### config.mk
export PLATFORM = sky130hd
export DESIGN_NAME = raw_pair_ddr_packer
export DESIGN_NICKNAME = d
export VERILOG_FILES = /design/src/rtl/raw_pack_pkg.sv /design/src/rtl/raw_pack_fifo.sv /design/src/rtl/raw_pair_ddr_packer.sv
export SDC_FILE = /design/constraint.sdc
export NUM_CORES = 2
export LEC_CHECK = 0
export ABC_AREA = 1
export BUFFER_PORTS_ARGS = -buffer_cell sky130_fd_sc_hd__buf_2
export CAP_MARGIN = 20
export CORE_UTILIZATION = 60
export DETAILED_ROUTE_END_ITERATION = 8
export PLACE_DENSITY = 0.77
export SYNTH_ARGS = -nofsm -noshare
export SYNTH_HDL_FRONTEND = slang
export SYNTH_HIERARCHICAL = 1
export SYNTH_SLANG_ARGS = --single-unit
export TNS_END_PERCENT = 50
### constraint.sdc
create_clock -name clk_sys -period 4.4 [get_ports clk_sys]
set_input_delay 0.88 -clock clk_sys [delete_from_list [all_inputs] [get_ports clk_sys]]
set_output_delay 0.88 -clock clk_sys [all_outputs]
set_load 0.05 [all_outputs]
### src/rtl/raw_pack_pkg.sv
// Shared types and constants for the raw pixel-pair to 64-bit word packer.
package raw_pack_pkg;

  typedef enum logic {
    S_IDLE = 1'b0,
    S_LINE = 1'b1
  } state_e;

  localparam int unsigned PIX_W   = 8;
  localparam int unsigned LANE_W  = 16;
  localparam int unsigned LANES   = 4;
  localparam int unsigned WORD_W  = LANE_W * LANES;
  localparam int unsigned ENTRY_W = WORD_W + 2;

  typedef struct packed {
    logic              eop;
    logic              sop;
    logic [WORD_W-1:0] data;
  } entry_t;

  // Overwrite one 16-bit lane with a camera pair: raw_2 in the upper byte.
  function automatic logic [WORD_W-1:0] put_lane(input logic [WORD_W-1:0] word,
                                                 input logic [1:0]        lane,
                                                 input logic [PIX_W-1:0]  r1,
                                                 input logic [PIX_W-1:0]  r2);
    logic [WORD_W-1:0] w;
    w = word;
    w[LANE_W*32'(lane) +: LANE_W] = {r2, r1};
    return w;
  endfunction

endpackage

### src/rtl/raw_pack_fifo.sv
// Single-clock show-ahead FIFO with registered full/empty flags.
module raw_pack_fifo #(
  parameter int unsigned WIDTH = 66,
  parameter int unsigned DEPTH = 16
) (
  input  logic             clk,
  input  logic             rst_n,
  input  logic             wr_en,
  input  logic [WIDTH-1:0] wr_data,
  input  logic             rd_en,
  output logic [WIDTH-1:0] rd_data,
  output logic             full,
  output logic             empty
);

  localparam int unsigned AW = $clog2(DEPTH);
  localparam int unsigned CW = AW + 1;

  logic [WIDTH-1:0] mem_q [DEPTH];
  logic [WIDTH-1:0] mem_d [DEPTH];
  logic [AW-1:0]    wr_ptr_q, wr_ptr_d;
  logic [AW-1:0]    rd_ptr_q, rd_ptr_d;
  logic [CW-1:0]    cnt_q, cnt_d;
  logic             full_q, full_d;
  logic             empty_q, empty_d;
  logic             push, pop;

  // A write while full is refused even if a read happens in the same cycle.
  always_comb begin
    push     = wr_en & ~full_q;
    pop      = rd_en & ~empty_q;
    mem_d    = mem_q;
    wr_ptr_d = wr_ptr_q;
    rd_ptr_d = rd_ptr_q;
    if (push) begin
      mem_d[wr_ptr_q] = wr_data;
      wr_ptr_d        = wr_ptr_q + AW'(1);
    end
    if (pop) begin
      rd_ptr_d = rd_ptr_q + AW'(1);
    end
    cnt_d   = cnt_q + CW'(push) - CW'(pop);
    full_d  = (cnt_d == CW'(DEPTH));
    empty_d = (cnt_d == '0);
  end

  always_ff @(posedge clk or negedge rst_n) begin
    if (!rst_n) begin
      mem_q    <= '{default: '0};
      wr_ptr_q <= '0;
      rd_ptr_q <= '0;
      cnt_q    <= '0;
      full_q   <= 1'b0;
      empty_q  <= 1'b1;
    end else begin
      mem_q    <= mem_d;
      wr_ptr_q <= wr_ptr_d;
      rd_ptr_q <= rd_ptr_d;
      cnt_q    <= cnt_d;
      full_q   <= full_d;
      empty_q  <= empty_d;
    end
  end

  assign rd_data = mem_q[rd_ptr_q];
  assign full    = full_q;
  assign empty   = empty_q;

endmodule

### src/rtl/raw_pair_ddr_packer.sv
// Packs four lock-stepped camera pixel pairs into 64-bit words with frame markers.
// Optional RAW_PACK_STATS_EN adds drop_cnt and line_cnt_o outputs.
module raw_pair_ddr_packer
  import raw_pack_pkg::*;
#(
  parameter int unsigned PIX_PER_LINE    = 1280,
  parameter int unsigned LINES_PER_FRAME = 720,
  parameter int unsigned FIFO_DEPTH      = 16
) (
  input  logic              clk_sys,
  input  logic              reset_n,
  input  logic              frame_start,
  input  logic              valid_raw,
  input  logic [PIX_W-1:0]  raw_1,
  input  logic [PIX_W-1:0]  raw_2,
  input  logic              sof,
  input  logic              eof,
  output logic [WORD_W-1:0] m_data,
  output logic              m_valid,
  input  logic              m_ready,
  output logic              m_sop,
  output logic              m_eop,
  output logic              err_sync,
  output logic              err_len,
  output logic              overflow
`ifdef RAW_PACK_STATS_EN
  ,
  output logic [15:0]       drop_cnt,
  output logic [9:0]        line_cnt_o
`endif
);

  localparam int unsigned PCW = (PIX_PER_LINE > 4) ? $clog2(PIX_PER_LINE) : 3;
  localparam int unsigned LCW = (LINES_PER_FRAME > 1) ? $clog2(LINES_PER_FRAME) : 1;
  localparam logic [PCW-1:0] PIX_LAST  = PCW'(PIX_PER_LINE - 1);
  localparam logic [LCW-1:0] LINE_LAST = LCW'(LINES_PER_FRAME - 1);

  state_e            state_q, state_d;
  logic [PCW-1:0]    pix_cnt_q, pix_cnt_d;
  logic [LCW-1:0]    line_cnt_q, line_cnt_d;
  logic [WORD_W-1:0] word_q, word_d;
  logic              push_q, push_d;
  entry_t            entry_q, entry_d;
  logic              err_sync_q, err_sync_d;
  logic              err_len_q, err_len_d;
  logic              overflow_q, overflow_d;
  logic [1:0]        lane;
  logic [WORD_W-1:0] word_first, word_new;
  logic              end_line;
  logic              fifo_full, fifo_empty, drop;
  entry_t            head;

  // Line framing, lane packing and word push decision.
  always_comb begin
    state_d    = state_q;
    pix_cnt_d  = pix_cnt_q;
    line_cnt_d = line_cnt_q;
    word_d     = word_q;
    push_d     = 1'b0;
    err_sync_d = 1'b0;
    err_len_d  = 1'b0;
    end_line   = 1'b0;
    lane       = pix_cnt_q[1:0];
    word_first = put_lane('0, 2'd0, raw_1, raw_2);
    // Lane 0 starts a fresh word so an early eof leaves the upper lanes zero.
    word_new   = put_lane((lane == 2'd0) ? '0 : word_q, lane, raw_1, raw_2);

    if (frame_start) begin
      state_d    = S_IDLE;
      pix_cnt_d  = '0;
      line_cnt_d = '0;
      word_d     = '0;
    end else if (valid_raw) begin
      case (state_q)
        S_IDLE: begin
          if (sof) begin
            word_d    = word_first;
            pix_cnt_d = PCW'(1);
            state_d   = S_LINE;
          end else begin
            err_sync_d = 1'b1;
          end
        end
        S_LINE: begin
          if (sof) begin
            err_sync_d = 1'b1;
            word_d     = word_first;
            pix_cnt_d  = PCW'(1);
          end else begin
            word_d    = word_new;
            pix_cnt_d = pix_cnt_q + PCW'(1);
            if (eof || (pix_cnt_q == PIX_LAST)) begin
              push_d    = 1'b1;
              end_line  = 1'b1;
              err_len_d = !(eof && (pix_cnt_q == PIX_LAST));
              pix_cnt_d = '0;
              state_d   = S_IDLE;
            end else if (lane == 2'd3) begin
              push_d = 1'b1;
            end
          end
        end
        default: state_d = S_IDLE;
      endcase
      if (end_line && (line_cnt_q != LINE_LAST)) begin
        line_cnt_d = line_cnt_q + LCW'(1);
      end
    end

    entry_d.data = word_new;
    entry_d.sop  = (line_cnt_q == '0) && (pix_cnt_q[PCW-1:2] == '0);
    entry_d.eop  = end_line && (line_cnt_q == LINE_LAST);
  end

  // Sticky drop flag; a frame start re-arms it.
  always_comb begin
    drop       = push_q & fifo_full;
    overflow_d = frame_start ? 1'b0 : (overflow_q | drop);
  end

  always_ff @(posedge clk_sys or negedge reset_n) begin
    if (!reset_n) begin
      state_q    <= S_IDLE;
      pix_cnt_q  <= '0;
      line_cnt_q <= '0;
      word_q     <= '0;
      push_q     <= 1'b0;
      entry_q    <= '0;
      err_sync_q <= 1'b0;
      err_len_q  <= 1'b0;
      overflow_q <= 1'b0;
    end else begin
      state_q    <= state_d;
      pix_cnt_q  <= pix_cnt_d;
      line_cnt_q <= line_cnt_d;
      word_q     <= word_d;
      push_q     <= push_d;
      entry_q    <= entry_d;
      err_sync_q <= err_sync_d;
      err_len_q  <= err_len_d;
      overflow_q <= overflow_d;
    end
  end

  raw_pack_fifo #(
    .WIDTH (ENTRY_W),
    .DEPTH (FIFO_DEPTH)
  ) u_fifo (
    .clk     (clk_sys),
    .rst_n   (reset_n),
    .wr_en   (push_q),
    .wr_data (entry_q),
    .rd_en   (m_ready),
    .rd_data (head),
    .full    (fifo_full),
    .empty   (fifo_empty)
  );

  assign m_valid  = ~fifo_empty;
  assign m_data   = head.data;
  assign m_sop    = head.sop;
  assign m_eop    = head.eop;
  assign err_sync = err_sync_q;
  assign err_len  = err_len_q;
  assign overflow = overflow_q;

`ifdef RAW_PACK_STATS_EN
  logic [15:0] drop_cnt_q, drop_cnt_d;

  always_comb begin
    drop_cnt_d = drop_cnt_q;
    if (frame_start) begin
      drop_cnt_d = '0;
    end else if (drop && (drop_cnt_q != 16'hFFFF)) begin
      drop_cnt_d = drop_cnt_q + 16'd1;
    end
  end

  always_ff @(posedge clk_sys or negedge reset_n) begin
    if (!reset_n) begin
      drop_cnt_q <= '0;
    end else begin
      drop_cnt_q <= drop_cnt_d;
    end
  end

  assign drop_cnt   = drop_cnt_q;
  assign line_cnt_o = 10'(line_cnt_q);
`endif

endmodule

==> qor.yml <==
outcome:
  status: "completed"
power_and_ir_drop:
  swShare_pct: 40.5
  pwr-share-comb_pct: 36.2
  p_sw_w: 0.0145
  ir_drop_mv: 0.600
  clock_power_share_pct: 31.2
  power.total_w: 0.0358
  p_int_w: 0.0213
  p_seq_share_pct: 32.6
  p_leak_nw: 30.4
  p_per_area_nw_per_um2: 563
clocking:
  cts-hold-fix-buffers: 0
  cts_resized: 0
  cts_sinks: 1227
  cts_tree: "built"
  cts_setup_buffers: 0
  cts_root_buf: "clkbuf_16"
  cts_buffer_depth: 3
  cts_htree_levels: 4
  clk_latency_ps: 760
  path_clk_slew_ps: 60
  cts_made_buffers: 133
global_route:
  grt_use_met2_pct: 52.6
  grt_max_degree: 185
  antenna_found_initial: 2
  grt_pass1_vias: 48200
  grtUsageMet3_pct: 4.97
  met1_usage_pct: 47.5
  gr-total-overflow: 0
  busiest_layer: "met2"
  grt_use_total_pct: 33.5
  grt_pass1_wl_mm: 263
placement:
  dp_hpwl_mm: 90.1
  io_buffers: 92
  gp_congestion: 0.823
  dp_cells: 8524
logic_synthesis:
  postSynthRegisterBits: 1227
  synthFlopType: "dfrtp_1"
  syn_area_sq_um: 58600
  syn_inst: 7614
  yosysUniqueCellTypes: 41
  syn_area_per_cell_sq_um: 7.69
  async_flop_share_pct: 100
  yosysSeqAreaShare_pct: 52.4
  synth_fp_nets: 7657
  synth_edf_count: 0
  yosys_warnings: 6
setup_path:
  worst_path_max_delay_cell: "dfrtp_4"
  cp_num_buf_inv: 3
  worstPathArrival_ps: 3160
  path_depth: 9
  ff2ff_path_depth: 6
  start_kind: "flip-flop"
  crit_fanout: 62
  crit_chain: "inv_8 -> buf_4 -> nand2_1 -> nand2_1 -> nand2_1 -> nand3_1 -> nand3_1 -> nand2_1 -> buf_2"
  r2r_slack_ps: 1510
  crit_type: "reg2out"
  timing.rr.start: "u_fifo/full"
  crit_required_ps: 3520
  crit_end: "m_data[58]"
  critical_path.top_delay_family: "buffers and inverters"
  cpMostUsedCell: "nand2_1"
  end_kind: "primary output"
  crit_start: "u_fifo/rd_ptr_q[0]"
  r2r_end: "u_fifo/mem_q[324]"
  cpPeakStageDelay_ps: 620
finish:
  fin_nets: 7426
  final_cell_count_no_fill: 8755
  drive_gt1_share_pct: 5.98
  area_growth_pct: 8.68
run:
  max_cap_viol_count: 0
routing:
  wl_per_cell_microns: 18.7
  detail-route-antenna-nets: 0
  routed-via-count: 50100
  drt-total-wl_mm: 164
  routed_via_density: 5.72
  drcViolationCount: 0
  firstDrtPassIters: 6
  drt_first_iter_violations: 6108
floorplanning:
  die_x_microns: 314
  die_h_microns: 314
  initial_utilization_pct: 60.6
  die_area_sq_um: 98900
  rows: 114
  core_area_sq_um: 96700
  num_io_pins: 93
sta:
  period_share_pct: 91.8
  slew_viol_final: 0
  fin_setup_tns_ps: 0
  finalSetupViolations: 0
  skew_ps: 20.2
  rsz0062_at_grt: "false"
  period_minus_slack_ps: 4040
  hold_viol: 0
  worst_slew_pin_slew_ps: 1160
  relSlewSlack_pct: 22.0
  fmax_ghz: 0.247
worst_hold_path:
  min_path_type: "in2async"
sequential cells by signal, summed over array words and instances (netlist names), 4 cells and up:
name             cells
pix_cnt_q           11
u_fifo/rd_ptr_q      4
u_fifo/mem_q      1056
line_cnt_q          10
u_fifo/wr_ptr_q      4
word_q              64
u_fifo/cnt_q         5
entry_q             66
logic make-up after synthesis:
family          count (synthesis)  share of synthesized area (%)
xor+xnor                       12                          0.179
flops                        1227                           52.4
fa+ha+maj                      20                          0.440
simple gates                 3476                           24.5
compound gates               1224                           10.9
buf+inv                      1655                           11.6
cell type report:
type                    count  area [sq um]
diodes                      1          2.50
inverters                1111          4200
clock inverters            34           413
fillers                  7960         33000
multi-input cells        4732         21200
clock buffers             196          3970
repair buffers            178          1610
flip-flops and latches   1227         30700
well taps                1276          1600
through the flow:
stage          area, sq um  hold WS (ps)  setup slack, ps  util (%)
2_1_floorplan        58600           449             1630         -
3_3_place_gp         59300           461             1190      61.3
3_5_place_dp         59300           465             1200      61.3
4_1_cts              63700          82.8              409      65.8
5_1_grt              63700          90.6              246      65.8
6_report             63700          57.8              359      65.8
worst min-delay path by stage:
stage / startpoint / to / slack (ps) / cells past startpoint
3_5_place_dp: word_q[14] / word_q[14] / 470 / 2
5_1_grt: reset_n / u_fifo/mem_q[201] / 90 / 1
6_report: reset_n / u_fifo/mem_q[201] / 60 / 1
2_1_floorplan: word_q[10] / word_q[10] / 450 / 2
4_1_cts: reset_n / u_fifo/mem_q[996] / 80 / 1
3_3_place_gp: word_q[15] / word_q[15] / 460 / 2
power groups by stage:
| stage | sequential (W) | combinational, W | clock, W |
|---|---|---|---|
| 5_1_grt | 0.0117 | 0.0139 | 0.0118 |
| 3_3_place_gp | 0.0119 | 0.0126 | 0 |
| 4_1_cts | 0.0117 | 0.0128 | 0.0113 |
| 6_report | 0.0117 | 0.0130 | 0.0112 |
| 2_1_floorplan | 0.0117 | 0.00903 | 0 |
| 3_5_place_dp | 0.0119 | 0.0127 | 0 |
cells in the final DEF, fill, tap and decap left out, drive strengths merged, types with 7 or more instances in the layout:
cell | synthesis | final
a21oi | 28 | 28
a22oi | 13 | 13
buf | 250 | 178
bufinv | 0 | 7
clkbuf | 294 | 196
clkinv | 0 | 21
dfrtp | 1226 | 1226
ha | 19 | 19
inv | 1111 | 1117
nand2 | 2500 | 2500
nand3 | 893 | 893
nand4 | 18 | 18
nor2 | 54 | 54
o21ai | 1130 | 1130
o22ai | 49 | 49
xor2 | 8 | 8
Yosys cell counts (all sizes together), types with 4 or more instances:
master / count / share of area (%)
or2: 4 / 0.047
xor2: 8 / 0.12
dfrtp: 1226 / 52
a21oi: 28 / 0.24
ha: 19 / 0.41
inv: 1111 / 7.1
xnor2: 4 / 0.060
nand4: 18 / 0.19
nand2: 2500 / 16
nor2: 54 / 0.45
buf: 250 / 2.6
clkbuf: 294 / 1.9
nand3: 893 / 7.7
o21ai: 1130 / 9.7
nor3: 4 / 0.053
o22ai: 49 / 0.76
a22oi: 13 / 0.17
per-layer routing:
layer	vias up	share of wire [%]
met1	24000	41
met5	-	0.0055
met2	2533	46
li1	23200	-
met3	378	9.5
met4	2	3.2
worst reg2reg max path, stage by stage, from the launching register on:
cell     delay [ps]
dfrtp_1         410
nor2_4          470
nand2_1         320
nor2_4          730
buf_4           600
nand2_1         150
o21ai_0         120
(Power assumes the default switching activity.)
